`src/rtl/ex_stage.sv`:
```
// ex_stage: execute stage between the ID/EX and EX/MEM pipeline registers.
// Computes the ALU result, the branch decision and the redirect target, and
// registers them together with the pass-through controls into EX/MEM. MUL runs
// as an iterative shift-add multiplier and stalls the front end while it runs.
//
// Ports
//   clk_i, rst_i          clock, synchronous active-high reset
//   ex_*_i                ID/EX payload (PC, operands, destination, instruction, controls)
//   stall_o               combinational: freeze PC, IF/ID and ID/EX
//   redirect_o, target_o  registered: taken branch / jump and its target
//   mem_*_o               registered EX/MEM payload
//
// state  | meaning
// -------+------------------------------------------------------------
// IDLE   | single-cycle ops retire; a MUL here latches operands and stalls
// MUL    | one shift-add step per cycle, EX/MEM receives bubbles
// DONE   | product and held controls written to EX/MEM, stall released
module ex_stage #(
    parameter int DW        = 16,
    parameter int RW        = 3,
    parameter int MUL_STEPS = 16
) (
    input  logic          clk_i,
    input  logic          rst_i,
    input  logic [DW-1:0] ex_PC_i,
    input  logic [DW-1:0] ex_data1_i,
    input  logic [DW-1:0] ex_data2_i,
    input  logic [RW-1:0] ex_reg3_i,
    input  logic [DW-1:0] ex_inst_i,
    input  logic          ex_jump_i,
    input  logic          ex_immOrReg_i,
    input  logic          ex_branch_i,
    input  logic          ex_resultOrMem_i,
    input  logic          ex_memRead_i,
    input  logic          ex_memWrite_i,
    input  logic          ex_regWrite_i,
    output logic          stall_o,
    output logic          redirect_o,
    output logic [DW-1:0] target_o,
    output logic [DW-1:0] mem_result_o,
    output logic [DW-1:0] mem_storeData_o,
    output logic [RW-1:0] mem_reg3_o,
    output logic          mem_resultOrMem_o,
    output logic          mem_memRead_o,
    output logic          mem_memWrite_o,
    output logic          mem_regWrite_o
);

    localparam int CW = $clog2(MUL_STEPS);
    localparam logic [CW-1:0] LAST_STEP = CW'(MUL_STEPS - 1);

    typedef enum logic [1:0] {
        S_IDLE,
        S_MUL,
        S_DONE
    } state_t;

    state_t        state_q, state_d;
    logic [DW-1:0] mul_a_q, mul_b_q, acc_q;
    logic [CW-1:0] cnt_q;

    logic [3:0]    opcode;
    logic [DW-1:0] imm_sext, op_b, alu_res;
    logic [DW-1:0] branch_tgt, jump_tgt;
    logic          is_mul, take;
    logic          stall_c, mul_start, mul_step, bubble, load_mul;

    assign opcode     = ex_inst_i[15:12];
    assign imm_sext   = {{(DW-8){ex_inst_i[7]}}, ex_inst_i[7:0]};
    assign op_b       = ex_immOrReg_i ? imm_sext : ex_data2_i;
    assign is_mul     = (opcode == 4'd8);
    assign branch_tgt = ex_PC_i + imm_sext;
    assign jump_tgt   = {ex_PC_i[DW-1:12], ex_inst_i[11:0]};
    assign take       = ex_jump_i | (ex_branch_i & (ex_data1_i == ex_data2_i));

    always_comb begin
        alu_res = ex_data1_i + op_b;
        case (opcode)
            4'd1:    alu_res = ex_data1_i - op_b;
            4'd2:    alu_res = ex_data1_i & op_b;
            4'd3:    alu_res = ex_data1_i | op_b;
            4'd4:    alu_res = ex_data1_i ^ op_b;
            4'd5:    alu_res = ex_data1_i << op_b[3:0];
            4'd6:    alu_res = ex_data1_i >> op_b[3:0];
            4'd7:    alu_res = {{(DW-1){1'b0}}, ($signed(ex_data1_i) < $signed(op_b))};
            default: alu_res = ex_data1_i + op_b;
        endcase
        // Address generation always uses the immediate, whatever immOrReg says.
        if (ex_memRead_i || ex_memWrite_i) begin
            alu_res = ex_data1_i + imm_sext;
        end
    end

    always_comb begin
        state_d   = state_q;
        stall_c   = 1'b0;
        mul_start = 1'b0;
        mul_step  = 1'b0;
        bubble    = 1'b0;
        load_mul  = 1'b0;
        case (state_q)
            S_IDLE: begin
                if (is_mul) begin
                    stall_c   = 1'b1;
                    mul_start = 1'b1;
                    bubble    = 1'b1;
                    state_d   = S_MUL;
                end
            end
            S_MUL: begin
                stall_c  = 1'b1;
                mul_step = 1'b1;
                bubble   = 1'b1;
                if (cnt_q == LAST_STEP) begin
                    state_d = S_DONE;
                end
            end
            S_DONE: begin
                load_mul = 1'b1;
                state_d  = S_IDLE;
            end
            default: state_d = S_IDLE;
        endcase
    end

    // Gated so the front end is never frozen while reset is applied.
    assign stall_o = stall_c & ~rst_i;

    always_ff @(posedge clk_i) begin
        if (rst_i) begin
            state_q <= S_IDLE;
            mul_a_q <= '0;
            mul_b_q <= '0;
            acc_q   <= '0;
            cnt_q   <= '0;
        end else begin
            state_q <= state_d;
            if (mul_start) begin
                mul_a_q <= ex_data1_i;
                mul_b_q <= op_b;
                acc_q   <= '0;
                cnt_q   <= '0;
            end else if (mul_step) begin
                if (mul_b_q[0]) begin
                    acc_q <= acc_q + mul_a_q;
                end
                mul_a_q <= mul_a_q << 1;
                mul_b_q <= mul_b_q >> 1;
                cnt_q   <= cnt_q + CW'(1);
            end
        end
    end

    always_ff @(posedge clk_i) begin
        if (rst_i || bubble) begin
            redirect_o        <= 1'b0;
            target_o          <= '0;
            mem_result_o      <= '0;
            mem_storeData_o   <= '0;
            mem_reg3_o        <= '0;
            mem_resultOrMem_o <= 1'b0;
            mem_memRead_o     <= 1'b0;
            mem_memWrite_o    <= 1'b0;
            mem_regWrite_o    <= 1'b0;
        end else begin
            // A completing MUL never redirects, even if branch/jump are set.
            redirect_o        <= take & ~load_mul;
            target_o          <= ex_jump_i ? jump_tgt : branch_tgt;
            mem_result_o      <= load_mul ? acc_q : alu_res;
            mem_storeData_o   <= ex_data2_i;
            mem_reg3_o        <= ex_reg3_i;
            mem_resultOrMem_o <= ex_resultOrMem_i;
            mem_memRead_o     <= ex_memRead_i;
            mem_memWrite_o    <= ex_memWrite_i;
            mem_regWrite_o    <= ex_regWrite_i;
        end
    end

endmodule

```
`config.mk`:
```
export PLATFORM = sky130hd
export DESIGN_NAME = ex_stage
export DESIGN_NICKNAME = d
export VERILOG_FILES = /design/src/rtl/ex_stage.sv
export SDC_FILE = /design/constraint.sdc
export NUM_CORES = 1
export LEC_CHECK = 0
export BUFFER_PORTS_ARGS = -buffer_cell sky130_fd_sc_hd__buf_2
export CORE_MARGIN = 1
export CORE_UTILIZATION = 34
export DETAILED_ROUTE_END_ITERATION = 6
export PLACE_DENSITY_LB_ADDON = 0.15
export SYNTH_ARGS = -nofsm -noshare
export SYNTH_HDL_FRONTEND = slang
export SYNTH_SLANG_ARGS = --single-unit
```
`constraint.sdc`:
```
create_clock -name clk_i -period 7.8 [get_ports clk_i]
set_input_delay 1.17 -clock clk_i [delete_from_list [all_inputs] [get_ports clk_i]]
set_output_delay 1.17 -clock clk_i [all_outputs]
set_load 0.02 [all_outputs]
```
-- Word-level counts from Yosys, hierarchy flattened
Index checks and enable logic that the tools add are counted.
- bits in registers: 110
- word-level logic and storage cells: 70
- add/sub/neg operators: 6
- $lt $le $gt $ge: 1
- eq/ne operators: 14
- shifts and indexed selects: 2
- mux-type cells: 17
- bitwise operators: 9
- reductions and logical operators: 7
- operators with widths (kind ; count):
    $mux W16 ; 8
    $pmux W16 S7 ; 1
    $add A16 B16 Y16 ; 4
    $and A16 B16 Y16 ; 1
    $eq A16 B16 Y1 ; 1
    $eq A4 B3 Y1 const B ; 4
    $lt A16 B16 Y1 ; 1
    $or A16 B16 Y16 ; 1
    $shl A16 B4 Y16 ; 1
    $shr A16 B4 Y16 ; 1
    $sub A16 B16 Y16 ; 1
    $xor A16 B16 Y16 ; 1
    $eq A4 B2 Y1 const B ; 2
    $eq A4 B4 Y1 const B ; 2
    $add A4 B1 Y4 const B ; 1
    $eq A4 B1 Y1 const B ; 1
    $mux W1 ; 4
    $mux W2 ; 2
    $ne A2 B2 Y1 const B ; 2
    $pmux W2 S2 ; 1
    $reduce_and A2 Y1 ; 2
    $and A1 B1 Y1 ; 3
    $eq A2 B1 Y1 const B ; 1
    $eq A2 B2 Y1 const B ; 1
    7 further kinds ; 9

-- Logic depth before layout (Yosys ltp)
Gate-level depths: netlist of the first run.
- word-level depth: 5
- gate-level depth with buffers: 16
- gate-level depth less buffers: 13

-- Least setup slack after synthesis of the first run
No wires, ideal clock.
- path type: input port to flip-flop
- from: input port ex_immOrReg_i
- to: register mem_result_o[14]
- setup time: 0.095 ns
- arrival: 4.189 ns
- data required time: 7.705 ns
- setup slack: 3.516 ns
- stages: 16
- path buffers: 3
- path through: buf_6 > mux2i_1 > inv_1 > buf_2 > buf_2 > ha_1 > inv_1 > fa_1 > nor2b_1 > o221ai_1 > o211ai_1 > o41ai_1 > o31ai_1 > xnor2_1 > a21oi_1 > a221oi_1
- cells in the longest elaborated chain, start to end: 5
- elaborated cells on any way between the ends: 11
- those cells by class: add/sub (2); shift (2); mux (4); bitwise (3)
- RTL lines (item ; line ; RTL):
    from (decl) ; 31 ; input logic ex_immOrReg_i,
    $mux W16 * ; 70 ; assign op_b = ex_immOrReg_i ? imm_sext : ex_data2_i;
    $add A16 B16 Y16, or another cell as far along ; 86 ; default: alu_res = ex_data1_i + op_b;
    $pmux W16 S7 * ; 78 ; case (opcode)
    $mux W16 * ; 89 ; if (ex_memRead_i || ex_memWrite_i) begin
    $mux W16 * ; 169 ; mem_result_o <= load_mul ? acc_q : alu_res;
    to (signal assigned) ; 169 ;
    to (decl) ; 40 ; output logic [DW-1:0] mem_result_o,
Every way passes the cells marked *; elsewhere a longest branch is shown, timed or not.
A chain may end at the register's enable or synchronous reset.

-- Worst setup path in the final report of the first run
Ends and elaborated chain as after synthesis.

==> results of run 1 <==
## path summary, 6_finish.rpt
path / start / slack (ns) / endpoint / depth (start not counted)
max: ex_immOrReg_i / 2.50 / mem_result_o[14] / 15
min: mul_b_q[13] / 0.46 / mul_b_q[13] / 2
max reg2reg: state_q[1] / 4.72 / mem_result_o[11] / 8
min reg2reg: mul_b_q[13] / 0.46 / mul_b_q[13] / 2
## flip-flops by register name, summed over array words and instances, names as in the netlist, 2 cells and up
signal and count:
mem_reg3_o 3, cnt_q 4, mem_result_o 16, acc_q 16, mul_a_q 16, target_o 16, mul_b_q 16, state_q 2
mem_storeData_o 16
## cells by family after synthesis
group,synth area share [%]
simple gates,19.9
compound gates,26.3
buf+inv,5.88
flops,22.4
fa+ha+maj,13.2
xor+xnor,5.51
mux,6.84
## layout make-up
class,count,area (µm²),area share (%)
flip-flops and latches,110,2200,19.7
inverters,71,267,2.38
well taps,378,473,4.22
clock inverters,6,86.3,0.771
clock buffers,10,229,2.04
multi-input cells,1038,7100,63.4
repair buffers,156,841,7.51
## report_power, final
group | total [mW] | internal (mW) | leakage, nW | switching, mW
clock | 0.500 | 0.259 | 0.154 | 0.241
sequential | 0.607 | 0.593 | 0.902 | 0.0144
combinational | 0.650 | 0.234 | 3.79 | 0.416
total | 1.76 | 1.09 | 4.85 | 0.671
## routing by layer
| layer | vias up | GRT usage (%) | wire [µm] | part of all wire [%] |
|---|---|---|---|---|
| met5 | - | 0 | 0 | 0 |
| met4 | 0 | 6.12 | 775 | 1.9 |
| met3 | 58 | 4.12 | 3130 | 7.8 |
| met2 | 476 | 42.6 | 17500 | 44 |
| met1 | 4912 | 38.2 | 18600 | 47 |
| li1 | 4880 | - | - | - |
## metrics by stage
step / worst slack, ns / util, % / instance area (µm²) / std cells / hold slack, ns
floorplan: 3.52 / - / 9850 / 1293 / 0.436
global placement: 2.36 / 38.6 / 10900 / 1753 / 0.446
detailed placement: 2.27 / 38.6 / 10900 / 1753 / 0.448
CTS: 2.60 / 39.8 / 11200 / 1769 / 0.460
global route: 2.34 / 39.8 / 11200 / 1769 / 0.480
finish: 2.50 / 39.8 / 11200 / 1769 / 0.461
## worst min-delay path, delay by kind of cell (launching register included)
family	cells	cell delay, ns
AO/OA/AOI/OAI	1	0.05
flip-flops	1	0.32
AND/OR/NAND/NOR	1	0.05
## cell usage in the layout (no fill, tap or decap), types with 12 or more instances in the layout
cell type,synthesis,layout
and3_1,27,27
buf_4,1,24
o211ai_1,16,16
ha_1,96,96
buf_2,7,132
dfxtp_1,110,110
a21o_1,13,13
a211oi_1,23,23
a22oi_1,22,22
a21oi_1,115,115
nor2_1,128,127
nor2b_1,14,13
a311oi_1,16,16
a31oi_1,12,12
a221oi_1,12,12
mux2i_1,40,39
nand2_1,134,134
nand3_1,28,28
or3_1,14,14
o221ai_1,12,12
inv_1,67,67
o21ai_0,83,83
nor3_1,28,28
xnor2_1,52,52
==> qor.csv, run 1 <==
stage,metric,value,unit
run_status,status,completed,
clock_tree,tritoncts.num_buffers,9,
route,drtIter0Drc,950,
synthesis,synthTopCellsByArea,"dfxtp_1 (22%), ha_1 (12%), a21oi_1 (5.8%)",
place,finalWeightedCongestion,0.976,
power_and_ir_drop,peakVddDrop,95.7,µV
route,via_count,10326,
die,start_util,35.0,%
clock_tree,cts.sinks,110,
grt,antenna_found_initial,0,
sta,finalHoldViolCount,0,
sta,finalCriticalPeriod,5.30,ns
sta,max_freq,189,MHz
grt,grt_pass1_wl,59.6,mm
critical_path,slowest_delay,0.73,ns
die,rows,61,
clock_tree,hold_buffers,0,
route,wl_per_cell,22.6,µm
critical_path,worstSetupPathType,in2reg,
sta,tns,0,ns
final_layout,n_antenna_cell,0,
route,via_per_inst,5.84,
critical_path,cp_max_fo,32,
die,die_h,172,µm
final_layout,fill_cells,2969,
final_layout,syn_to_final_growth,13.7,%
power_and_ir_drop,power.density,157,nW/µm²
critical_path,arrival,5.56,ns
sta,tightest_slew,1.12,ns
clock_tree,postCtsSetupBuffers,0,
critical_path,worstPathCellList,buf_2 > mux2i_4 > buf_4 > inv_1 > ha_1 > inv_1 > fa_1 > nor2b_1 > o221ai_1 > o211ai_1 > o41ai_1 > o31ai_1 > xnor2_1 > a21oi_1 > a221oi_1,
synthesis,ys_async_sr_fraction,0,%
synthesis,synth_top_area_share,22.4,%
grt,grt_pass1_vias,9581,
die,die_area,29600,µm²
sta,post-route-period-util,68.0,%
place,port-buffer-count,132,
critical_path,path_buf_inv,4,
synthesis,synth_cells,1293,
critical_path,cp-end-kind,register,
synthesis,synth_area_per_cell,7.62,µm²
sta,setup_viol,0,
critical_path,crit_slowest_cell,o41ai_1,
sta,slew_headroom,25.3,%
power_and_ir_drop,cellLeakagePower,4.85,nW
die,core_area,28200,µm²
synthesis,synth_edf_count,0,
power_and_ir_drop,total_power,1.76,mW
grt,gr-total-overflow,0,
place,dp_hpwl,30.3,mm
clock_tree,cts_tree,done,
sta,rsz0062_at_grt,false,
synthesis,synth.most_common_cell,nand2_1,
synthesis,yosys-top-cells-count,"nand2_1 (134), nor2_1 (128), a21oi_1 (115), dfxtp_1 (110), ha_1 (96)",
synthesis,yosysWarnings,0,
synthesis,yosysUniqueCellTypes,79,
clock_tree,cts-htree-levels,3,
clock_tree,cts_max_path_buffers,2,
synthesis,synth_seq_area_share,22.4,%
final_layout,drive_gt1_share,15.0,%
die,chipWidth,172,µm
synthesis,synth_top_cell_by_area,dfxtp_1,
clock_tree,cts_resized,0,
synthesis,syn-num-nets,1470,
clock_tree,root_buffer,clkbuf_16,
grt,grt_use_total,27.0,%
route,drc,0,
route,ant_nets,0,
sta,finClkSkew,0.00819,ns
synthesis,ys.flop_type,dfxtp_1,
synthesis,ys_ff_latch,110,
critical_path,crit_family,compound AO/OA/AOI/OAI gates,
critical_path,worst_path_most_repeated_cell,inv_1,
sta,slew_viol_final,0,
die,ios,133,
critical_path,cp-start-kind,input port,
synthesis,synthesis.area,9850,µm²
grt,grt_max_degree,40,
critical_path,worstPathRequired,8.06,ns
clock_tree,worstSkewPairLatency,0.36,ns
route,drt_wl_total,39.9,mm
run,cap_violations,0,
route,first_pass_iters,5,
worst_hold_path,worstHoldPathType,reg2reg,
final_layout,final_nets,1563,
clock_tree,path_clk_slew,0.08,ns
Note: power is estimated with default switching activity, not from simulation.
==> inputs of run 2 (changes only) <==
==> constraint.sdc (replaced) <==
create_clock -name clk_i -period 5.5 [get_ports clk_i]
set_input_delay 0.825 -clock clk_i [delete_from_list [all_inputs] [get_ports clk_i]]
set_output_delay 0.825 -clock clk_i [all_outputs]
set_load 0.02 [all_outputs]
==> qor.csv, run 2 (same netlist as run 1, synthesis figures left out) <==
stage,metric,value,unit,change
critical_path,worstPathCellList,buf_2 > nand2_1 > o21ai_0 > inv_1 > ha_1 > inv_1 > a21oi_1 > o31ai_1 > o41ai_1 > o31ai_1 > xnor2_1 > a21oi_1 > a221oi_1,,
run_status,status,completed,,
critical_path,worstSetupPathType,in2reg,,
place,port-buffer-count,132,,unchanged
sta,tightest_slew,0.946,ns,-0.170 ns
sta,finalCriticalPeriod,4.18,ns,
power_and_ir_drop,cellLeakagePower,4.85,nW,about the same
sta,tns,0,ns,unchanged
clock_tree,cts_tree,done,,
clock_tree,cts-htree-levels,3,,unchanged
critical_path,slowest_delay,0.83,ns,+0.10 ns
worst_hold_path,worstHoldPathType,reg2reg,,
power_and_ir_drop,power.density,220,nW/µm²,+40%
die,die_h,172,µm,unchanged
die,rows,61,,unchanged
route,wl_per_cell,22.9,µm,+1.4%
clock_tree,cts.sinks,110,,unchanged
clock_tree,cts_max_path_buffers,2,,unchanged
route,first_pass_iters,6,,+1
final_layout,n_antenna_cell,0,,unchanged
clock_tree,cts_resized,0,,unchanged
final_layout,final_cell_mix,"nand2_1 (134), buf_2 (132), nor2_1 (128)",,
critical_path,crit_path_start,ex_immOrReg_i,,
final_layout,drive_gt1_share,15.1,%,+0.12 points
clock_tree,postCtsSetupBuffers,0,,unchanged
route,drt_wl_total,40.5,mm,+1.5%
final_layout,final_nets,1565,,+0.13%
clock_tree,hold_buffers,0,,unchanged
die,ios,133,,unchanged
die,chipWidth,172,µm,unchanged
sta,finalHoldViolCount,0,,unchanged
critical_path,crit_slowest_cell,o41ai_1,,
grt,grtUsageMet3,6.34,%,+2.2 points
grt,grt_use_total,27.4,%,+0.39 points
clock_tree,tritoncts.num_buffers,9,,unchanged
critical_path,cp_max_fo,17,,-47%
final_layout,layout_commonest_cell,nand2_1,,
critical_path,worstPathRequired,5.78,ns,-2.28 ns
critical_path,cp-start-kind,input port,,
worst_hold_path,worstHoldStart,mul_b_q[9],,
sta,finClkSkew,0.0120,ns,+0.00377 ns
die,core_area,28200,µm²,unchanged
critical_path,crit_family,compound AO/OA/AOI/OAI gates,,
grt,antenna_found_initial,0,,unchanged
critical_path,path_buf_inv,3,,-1
run,cap_violations,0,,unchanged
sta,setup_viol,0,,unchanged
clock_tree,path_clk_slew,0.09,ns,about the same
route,ant_nets,0,,unchanged
power_and_ir_drop,peakVddDrop,147,µV,+54%
route,via_count,10319,,-0.068%
route,drc,0,,unchanged
clock_tree,root_buffer,clkbuf_16,,
critical_path,cp-end-kind,register,,
grt,grt_pass1_wl,59.8,mm,+0.40%
place,finalWeightedCongestion,1.02,,+4.5%
sta,max_freq,239,MHz,
sta,rsz0062_at_grt,false,,
place,dp_hpwl,31.1,mm,+2.7%
clock_tree,worstSkewPairLatency,0.37,ns,about the same
route,drtIter0Drc,1083,,+14%
route,via_per_inst,5.83,,-0.18%
final_layout,syn_to_final_growth,13.7,%,about the same
final_layout,fill_cells,2953,,-0.54%
die,start_util,35.0,%,unchanged
grt,grt_pass1_vias,9682,,+1.1%
grt,busiest_layer,met2,,
sta,slew_headroom,36.9,%,+12 points
critical_path,rr_startpoint,acc_q[0],,
die,die_area,29600,µm²,unchanged
sta,finalHoldWorstSlack,0.461,ns,-0.0000710 ns
grt,gr-total-overflow,0,,unchanged
grt,use_met2,41.8,%,-0.77 points
grt,grt.met1_usage,37.2,%,-1.0 points
critical_path,arrival,4.46,ns,-1.10 ns
grt,grt_max_degree,37,,-7.5%
sta,slew_viol_final,0,,unchanged
sta,post-route-period-util,76.1,%,
-- run 2: stage by stage --
stage	power (mW)	worst slack, ns	area (µm²)	utilization, %	instances
floorplan	1.47	1.56	9850	-	1293
global placement	1.79	1.15	10900	38.7	1755
detailed placement	1.78	1.04	10900	38.7	1755
CTS	2.47	1.40	11200	39.8	1771
global route	2.60	0.913	11200	39.8	1771
finish	2.47	1.32	11200	39.8	1771
-- run 2: power by group --
group | internal [mW] | switching [mW]
logic | 0.332 | 0.592
registers | 0.841 | 0.0181
clock network | 0.324 | 0.361
total | 1.50 | 0.971
-- run 2: metal layers --
| layer | vias up | wire (µm) | share of wire (%) |
|---|---|---|---|
| met4 | 2 | 1360 | 3.3 |
| li1 | 4896 | - | - |
| met2 | 489 | 17200 | 42 |
| met5 | - | 64 | 0.16 |
| met3 | 69 | 3940 | 9.7 |
| met1 | 4863 | 18000 | 44 |
-- run 2: layout make-up --
cell class | instances | area, µm² | area share (%)
Multi-Input combinational cell | 1038 | 7100 | 63.4
Sequential cell | 110 | 2200 | 19.7
Clock buffer | 9 | 225 | 2.01
Inverter | 71 | 267 | 2.38
Clock inverter | 7 | 78.8 | 0.704
Timing Repair Buffer | 158 | 856 | 7.64
Tap cell | 378 | 473 | 4.22
-- run 2: path summary, 6_finish.rpt --
path         cells after the start  slack (ns)          endpoint
max                             13        1.32  mem_result_o[14]
min                              2        0.46        mul_b_q[9]
max reg2reg                     11        2.73         acc_q[12]
min reg2reg                      2        0.46        mul_b_q[9]
-- run 2: worst register-to-register path, stage by stage (launching register included) --
cell and delay [ns]:
dfxtp_1 0.40, ha_1 0.23, inv_1 0.07, fa_1 0.37, nor2b_1 0.17, o21ai_0 0.14
a21boi_0 0.36, o211ai_1 0.20, a21oi_1 0.26, nor3_1 0.10, xnor2_1 0.13, a31o_2 0.24
